**src/rtl/usb_ft245_if.sv**
```systemverilog
// usb_ft245_if
// Bridge between a local command/data path and an FTDI FT245 parallel USB FIFO.
// Bytes from the PC are read one at a time into CMD_BYTE. 16-bit words from
// the local side are written to the PC as two bytes, low byte first.
//
// Ports
//   CLK        system clock (125 MHz)
//   RST        synchronous active-high reset
//   RXF, TXE   FT245 FIFO flags, asynchronous, active low
//   USBX_I     bus read data
//   USBX_O     bus drive data
//   USBX_OE    bus drive enable (tristate control at the top level)
//   RD         read strobe, active low
//   WR         write strobe, byte latched by the FT245 on the falling edge
//   CMD_BYTE   last byte received
//   CMD_VALID  one-cycle pulse when CMD_BYTE updates
//   TX_WORD    word to send
//   TX_VALID   TX_WORD is valid
//   TX_READY   word accepted this cycle when TX_VALID is also high
//   RX_COUNT   received byte count, wraps at 256
//   BUSY       FSM is not idle
module usb_ft245_if #(
  parameter int RD_LOW_CYC  = 5,
  parameter int RD_GAP_CYC  = 2,
  parameter int WR_HIGH_CYC = 5,
  parameter int WR_LOW_CYC  = 7
) (
  input  logic        CLK,
  input  logic        RST,
  input  logic        RXF,
  input  logic        TXE,
  input  logic [7:0]  USBX_I,
  output logic [7:0]  USBX_O,
  output logic        USBX_OE,
  output logic        RD,
  output logic        WR,
  output logic [7:0]  CMD_BYTE,
  output logic        CMD_VALID,
  input  logic [15:0] TX_WORD,
  input  logic        TX_VALID,
  output logic        TX_READY,
  output logic [7:0]  RX_COUNT,
  output logic        BUSY
);

  // Counters hold "remaining cycles minus one", so a phase ends when the counter reaches zero.
  localparam logic [3:0] RD_LOW_LD  = 4'(RD_LOW_CYC - 1);
  localparam logic [3:0] RD_GAP_LD  = 4'(RD_GAP_CYC - 1);
  localparam logic [3:0] WR_HIGH_LD = 4'(WR_HIGH_CYC - 1);
  localparam logic [3:0] WR_LOW_LD  = 4'(WR_LOW_CYC - 1);

  typedef enum logic [2:0] {
    ST_IDLE      = 3'd0,
    ST_RD_LOW    = 3'd1,
    ST_RD_GAP    = 3'd2,
    ST_TX_LO_SET = 3'd3,
    ST_TX_LO_END = 3'd4,
    ST_TX_HI_SET = 3'd5,
    ST_TX_HI_END = 3'd6
  } state_t;

  state_t      state_r, state_s;
  logic [3:0]  cnt_r, cnt_s;
  logic [15:0] tx_word_r;
  logic        rxf_meta_r, rxf_s_r, txe_meta_r, txe_s_r;
  logic        accept_s;
  logic        rd_r, wr_r, oe_r, cmd_valid_r, busy_r;
  logic [7:0]  usbx_o_r, cmd_byte_r, rx_count_r;
  logic        rd_s, wr_s, oe_s, cmd_valid_s, busy_s;
  logic [7:0]  usbx_o_s;
  logic        tx_set_s, tx_any_s, tx_hi_s;

  assign RD        = rd_r;
  assign WR        = wr_r;
  assign USBX_OE   = oe_r;
  assign USBX_O    = usbx_o_r;
  assign CMD_BYTE  = cmd_byte_r;
  assign CMD_VALID = cmd_valid_r;
  assign RX_COUNT  = rx_count_r;
  assign BUSY      = busy_r;

  // Reads win: the handshake is only offered while no byte is waiting from the PC.
  assign TX_READY = (state_r == ST_IDLE) && rxf_s_r && !RST;
  assign accept_s = TX_VALID && TX_READY;

  // Two-flop synchronizers for the asynchronous FIFO flags (idle high).
  always_ff @(posedge CLK) begin
    if (RST) begin
      rxf_meta_r <= 1'b1;
      rxf_s_r    <= 1'b1;
      txe_meta_r <= 1'b1;
      txe_s_r    <= 1'b1;
    end else begin
      rxf_meta_r <= RXF;
      rxf_s_r    <= rxf_meta_r;
      txe_meta_r <= TXE;
      txe_s_r    <= txe_meta_r;
    end
  end

  // State register, phase counter and captured transmit word.
  always_ff @(posedge CLK) begin
    if (RST) begin
      state_r   <= ST_IDLE;
      cnt_r     <= 4'd0;
      tx_word_r <= 16'd0;
    end else begin
      state_r <= state_s;
      cnt_r   <= cnt_s;
      if (accept_s) begin
        tx_word_r <= TX_WORD;
      end
    end
  end

  // Next-state and counter reload logic.
  // In the *_SET states the registered WR tells the waiting phase (WR=0, waiting
  // for TXE) apart from the drive phase (WR=1, counting down WR_HIGH_CYC).
  always_comb begin
    state_s = state_r;
    cnt_s   = cnt_r;
    case (state_r)
      ST_IDLE: begin
        if (!rxf_s_r) begin
          state_s = ST_RD_LOW;
          cnt_s   = RD_LOW_LD;
        end else if (accept_s) begin
          state_s = ST_TX_LO_SET;
          cnt_s   = 4'd0;
        end else begin
          state_s = ST_IDLE;
        end
      end
      ST_RD_LOW: begin
        if (cnt_r == 4'd0) begin
          state_s = ST_RD_GAP;
          cnt_s   = RD_GAP_LD;
        end else begin
          cnt_s = cnt_r - 4'd1;
        end
      end
      ST_RD_GAP: begin
        if (cnt_r == 4'd0) begin
          state_s = ST_IDLE;
          cnt_s   = 4'd0;
        end else begin
          cnt_s = cnt_r - 4'd1;
        end
      end
      ST_TX_LO_SET, ST_TX_HI_SET: begin
        if (!wr_r) begin
          if (!txe_s_r) begin
            cnt_s = WR_HIGH_LD;
          end else begin
            cnt_s = cnt_r;
          end
        end else if (cnt_r == 4'd0) begin
          state_s = (state_r == ST_TX_LO_SET) ? ST_TX_LO_END : ST_TX_HI_END;
          cnt_s   = WR_LOW_LD;
        end else begin
          cnt_s = cnt_r - 4'd1;
        end
      end
      ST_TX_LO_END: begin
        if (cnt_r == 4'd0) begin
          // Loaded for the case where WR rises on entry (TXE already low).
          state_s = ST_TX_HI_SET;
          cnt_s   = WR_HIGH_LD;
        end else begin
          cnt_s = cnt_r - 4'd1;
        end
      end
      ST_TX_HI_END: begin
        if (cnt_r == 4'd0) begin
          state_s = ST_IDLE;
          cnt_s   = 4'd0;
        end else begin
          cnt_s = cnt_r - 4'd1;
        end
      end
      default: begin
        state_s = ST_IDLE;
        cnt_s   = 4'd0;
      end
    endcase
  end

  // Next values of the registered outputs, decoded from the upcoming state.
  // WR may not rise on the very first TX_LO_SET cycle because the word is
  // captured on that same edge; from TX_LO_END it may rise on entry so that
  // the low time between the two bytes is exactly WR_LOW_CYC.
  always_comb begin
    tx_set_s    = (state_s == ST_TX_LO_SET) || (state_s == ST_TX_HI_SET);
    tx_hi_s     = (state_s == ST_TX_HI_SET) || (state_s == ST_TX_HI_END);
    tx_any_s    = tx_set_s || (state_s == ST_TX_LO_END) || (state_s == ST_TX_HI_END);
    rd_s        = (state_s != ST_RD_LOW);
    busy_s      = (state_s != ST_IDLE);
    cmd_valid_s = (state_r == ST_RD_LOW) && (state_s == ST_RD_GAP);
    if (tx_set_s && (state_r != ST_IDLE)) begin
      wr_s = wr_r || !txe_s_r;
    end else begin
      wr_s = 1'b0;
    end
    // Once WR has risen for the word the bus stays driven until IDLE.
    oe_s = tx_any_s && (wr_s || oe_r);
    if (oe_s) begin
      usbx_o_s = tx_hi_s ? tx_word_r[15:8] : tx_word_r[7:0];
    end else begin
      usbx_o_s = 8'd0;
    end
  end

  // Output registers, received byte capture and receive counter.
  always_ff @(posedge CLK) begin
    if (RST) begin
      rd_r        <= 1'b1;
      wr_r        <= 1'b0;
      oe_r        <= 1'b0;
      usbx_o_r    <= 8'd0;
      busy_r      <= 1'b0;
      cmd_valid_r <= 1'b0;
      cmd_byte_r  <= 8'd0;
      rx_count_r  <= 8'd0;
    end else begin
      rd_r        <= rd_s;
      wr_r        <= wr_s;
      oe_r        <= oe_s;
      usbx_o_r    <= usbx_o_s;
      busy_r      <= busy_s;
      cmd_valid_r <= cmd_valid_s;
      if (cmd_valid_s) begin
        cmd_byte_r <= USBX_I;
        rx_count_r <= rx_count_r + 8'd1;
      end else begin
        cmd_byte_r <= cmd_byte_r;
        rx_count_r <= rx_count_r;
      end
    end
  end

endmodule

```
**config.mk**
```make
export PLATFORM = sky130hd
export DESIGN_NAME = usb_ft245_if
export DESIGN_NICKNAME = d
export VERILOG_FILES = /design/src/rtl/usb_ft245_if.sv
export SDC_FILE = /design/constraint.sdc
export NUM_CORES = 1
export LEC_CHECK = 0
export BUFFER_PORTS_ARGS = -buffer_cell sky130_fd_sc_hd__buf_2
export CORE_MARGIN = 5
export CORE_UTILIZATION = 55
export DETAILED_ROUTE_END_ITERATION = 8
export PLACE_DENSITY_LB_ADDON = 0.05
export SYNTH_ARGS = -nofsm -noshare
export SYNTH_HDL_FRONTEND = slang
export SYNTH_SLANG_ARGS = --single-unit
```
**constraint.sdc**
```tcl
create_clock -name CLK -period 3.85 [get_ports CLK]
set_input_delay 0 -clock CLK [delete_from_list [all_inputs] [get_ports CLK]]
set_output_delay 0 -clock CLK [all_outputs]
set_load 0.05 [all_outputs]
```
==> summary.md <==
| Metric | Value |
|---|---|
| ANT cells | `0` |
| Largest family of logic cells by synthesized area | `simple AND/OR/NAND/NOR gates` |
| Commonest non-fill, non-tap cells in the layout | `buf_2 (58), dfxtp_1 (56), nand2_1 (55)` |
| Post CTS Setup Buffer Count | `0` |
| Leading area contributor after synthesis | `dfxtp_1` |
| Final setup fails | `0` |
| Critical path origin | `cnt_r[0]` |
| Mapped Nets | `305` |
| Hold-fix buffers at CTS | `26` |
| Unrepaired setup endpoints after global routing | `false` |
| Synth warn | `0` |
| Grt ovf | `0` |
| Register area share after synthesis | `48.1%` |
| Leakage | `between 1 and 1.5 nW` |
| Clk_skew | `0.00584 ns` |
| CP Launch Type | `register` |
| Synth Area in Simple Gates | `24.2%` |
| Setup CP Type | `register to register` |
| Most used DFF post-synth | `dfxtp_1` |
| Area Overhead vs Synth | `27.4%` |
| Num CTS Buffers | `5` |
| Synth Area in Compound Gates | `15.9%` |
| Overall Global Routing Usage | `about 21%` |
| Initial antenna violation count | `0` |
| Min Tclk post-route | `2.44 ns` |
| Place WS | `1.43 ns` |
| Final Hold Fails | `0` |
| Multiplexer share of the synthesized area | `3.44%` |
| Final wirelength | `roughly 5400 um` |
| HP Class | `primary input to register` |
| Row cnt | `23` |
| Status | `finished clean` |
| CP Data Arrival Time | `2.63 ns` |
| Drt first-iter violations | `183` |
| TritonCTS clock tree | `built` |
| Via count | `2126` |
| DIE AREA | `5630 um2` |
| Final core occ | `73.1%` |
| Period utilization | `63.4%` |
| Synth top area share | `between 40% and 50%` |
| # DRC | `0` |
| DR pass1 iterations | `4` |
| Longest Clk Path Bufs | `2` |
| HP Start | `RST` |
| Sum Neg Setup Slack | `0 ns` |
| Worst hold margin | `0.0216 ns` |
| Critical Path RT | `4.04 ns` |
| Die X | `75.1 um` |
| First-pass GRT wire length | `~9000 um` |
| Clock root buffer | `clkbuf_8` |
| Mapped Area | `2330 um2` |
| Initial Util | `between 50% and 60%` |
| Dpl hpwl | `3560 um` |
| WL per Instance | `13.5 um` |
| Clk pin slew, worst setup/hold paths | `roughly 0.10 ns` |
| H-tree levels | `2` |
| Avg Cell Area, Syn | `between 8 and 9 um2` |
| Adder-Cell Fraction of Synth Area | `1.50%` |
| Power Dens Cells | `427 nW/um2` |
| Share of layout cells above drive strength 1 | `roughly 22%` |
| Worst-Margin Slew | `1.06 ns` |
| Asr flop ratio synth | `0%` |
| Vias in the first global route | `1975` |
| Setup ws final | `around 1.4 ns` |
| Post-route ant nets | `0` |
| Fill cells | `312` |
| Reg-to-reg critical path startpoint | `cnt_r[0]` |
| Largest net degree at the start of global routing | `39` |
| Post-synth EDFFs | `0` |
| Worst-Skew Late Latency | `0.30 ns` |
| Via density | `between 5 and 6` |
| Maximum VDD drop | `0.000313 V` |
| Synth area leaders | `dfxtp_1 (48%), nand2_1 (8.9%), a21oi_1 (7.1%), nor2_1 (4.5%), mux2i_1 (3.4%)` |
| GP Congestion | `roughly 0.86` |
| Clock tree sinks | `56` |
| Fin nets | `approximately 380` |
| Post_cts resized | `0` |
| Commonest non-fill, non-tap cell in the layout | `buf_2` |
| Max Fclk | `410 MHz` |
| Max-slew headroom | `29.0%` |
| CP max FO | `8` |
| Num ports | `between 50 and 60` |
| Max Cap Viol | `0` |
| Synth Register Bits | `56` |
| Die H | `75.1 um` |
| Cells after Synth | `274` |
| PortBufs | `58` |
| Worst setup EP type | `register` |
| Library cells used by synthesis | `43` |
| Core Region | `~4000 um2` |
| Post-Synth XOR/XNOR Area | `2.63%` |
| Slew Viols, Final | `0` |
[worst paths after layout]
check,end,slack [ns],cells after the start
max reg2reg,USBX_O[0],1.41,8
min reg2reg,rxf_s_r,0.41,1
max,USBX_O[0],1.41,8
min,RX_COUNT[6],0.02,2
[through the flow]
stage	power, mW	cells	cell area, um2
final	1.27	401	2970
after CTS	1.28	401	2970
after detailed placement	0.933	367	2610
after global placement	0.929	367	2610
after floorplan	0.874	274	2330
after global routing	1.34	401	2970
[power by group]
part           internal (mW)  switching, mW  leakage, nW
clock network          0.144          0.181       0.0510
registers              0.613         0.0348        0.455
logic                  0.114          0.180        0.700
total                  0.871          0.396         1.21
[layout make-up]
type	count	area, um2	share of cell area, %
Tap cell	50	62.6	2.11
Sequential cell	56	1120	37.8
Inverter	6	22.5	0.759
Timing Repair Buffer	85	558	18.8
Clock buffer	6	82.6	2.78
Clock inverter	2	10.0	0.338
Multi-Input combinational cell	196	1110	37.4
[sequential cells by signal (all words and copies together), names as in the netlist, 3 cells and up]
name,flops
USBX_O,8
state_r,3
RX_COUNT,8
cnt_r,4
tx_word_r,16
CMD_BYTE,8
[cell families (layout without fill, tap and decap cells)]
logic type,count (synthesis),after routing
and+or+nand+nor,119,119
AOI/OAI and AO/OA,59,59
DFF,56,56
buffers and inverters,22,99
muxes,8,8
xor gates and xnor gates,7,7
adders and majority gates,3,3
[critical path, cell delays in order (launching register included)]
cell      delay, ns
dfxtp_1        0.34
inv_1          0.06
ha_1           0.25
or3b_1         0.43
a221oi_1       0.31
o21ai_1        0.24
a21oi_4        0.40
mux2i_1        0.24
nor2_1         0.06
[per-layer routing]
| metal | wire [um] | GRT usage [%] | part of all wire (%) |
|---|---|---|---|
| met1 | 2460 | 28.2 | 46 |
| met2 | 2500 | 32.3 | 46 |
| met3 | 371 | 5.21 | 6.9 |
| met4 | 59 | 6.32 | 1.1 |
| met5 | 0 | 0 | 0 |
[synthesized netlist by cell type (2+ instances only)]
cell type	instances
dfxtp_1	56
nand2_1	55
a21oi_1	33
nor2_1	28
clkbuf_1	13
o21ai_0	9
mux2i_1	8
nor3_1	7
nand3_1	6
inv_1	5
or2_2	4
xor2_1	4
a32oi_1	3
nor2b_1	3
xnor2_1	3
a31oi_1	2
and2b_1	2
and3_1	2
and4_1	2
buf_6	2
ha_1	2
nor4b_1	2
o21bai_1	2
o22ai_1	2
(Power assumes the default switching activity.)
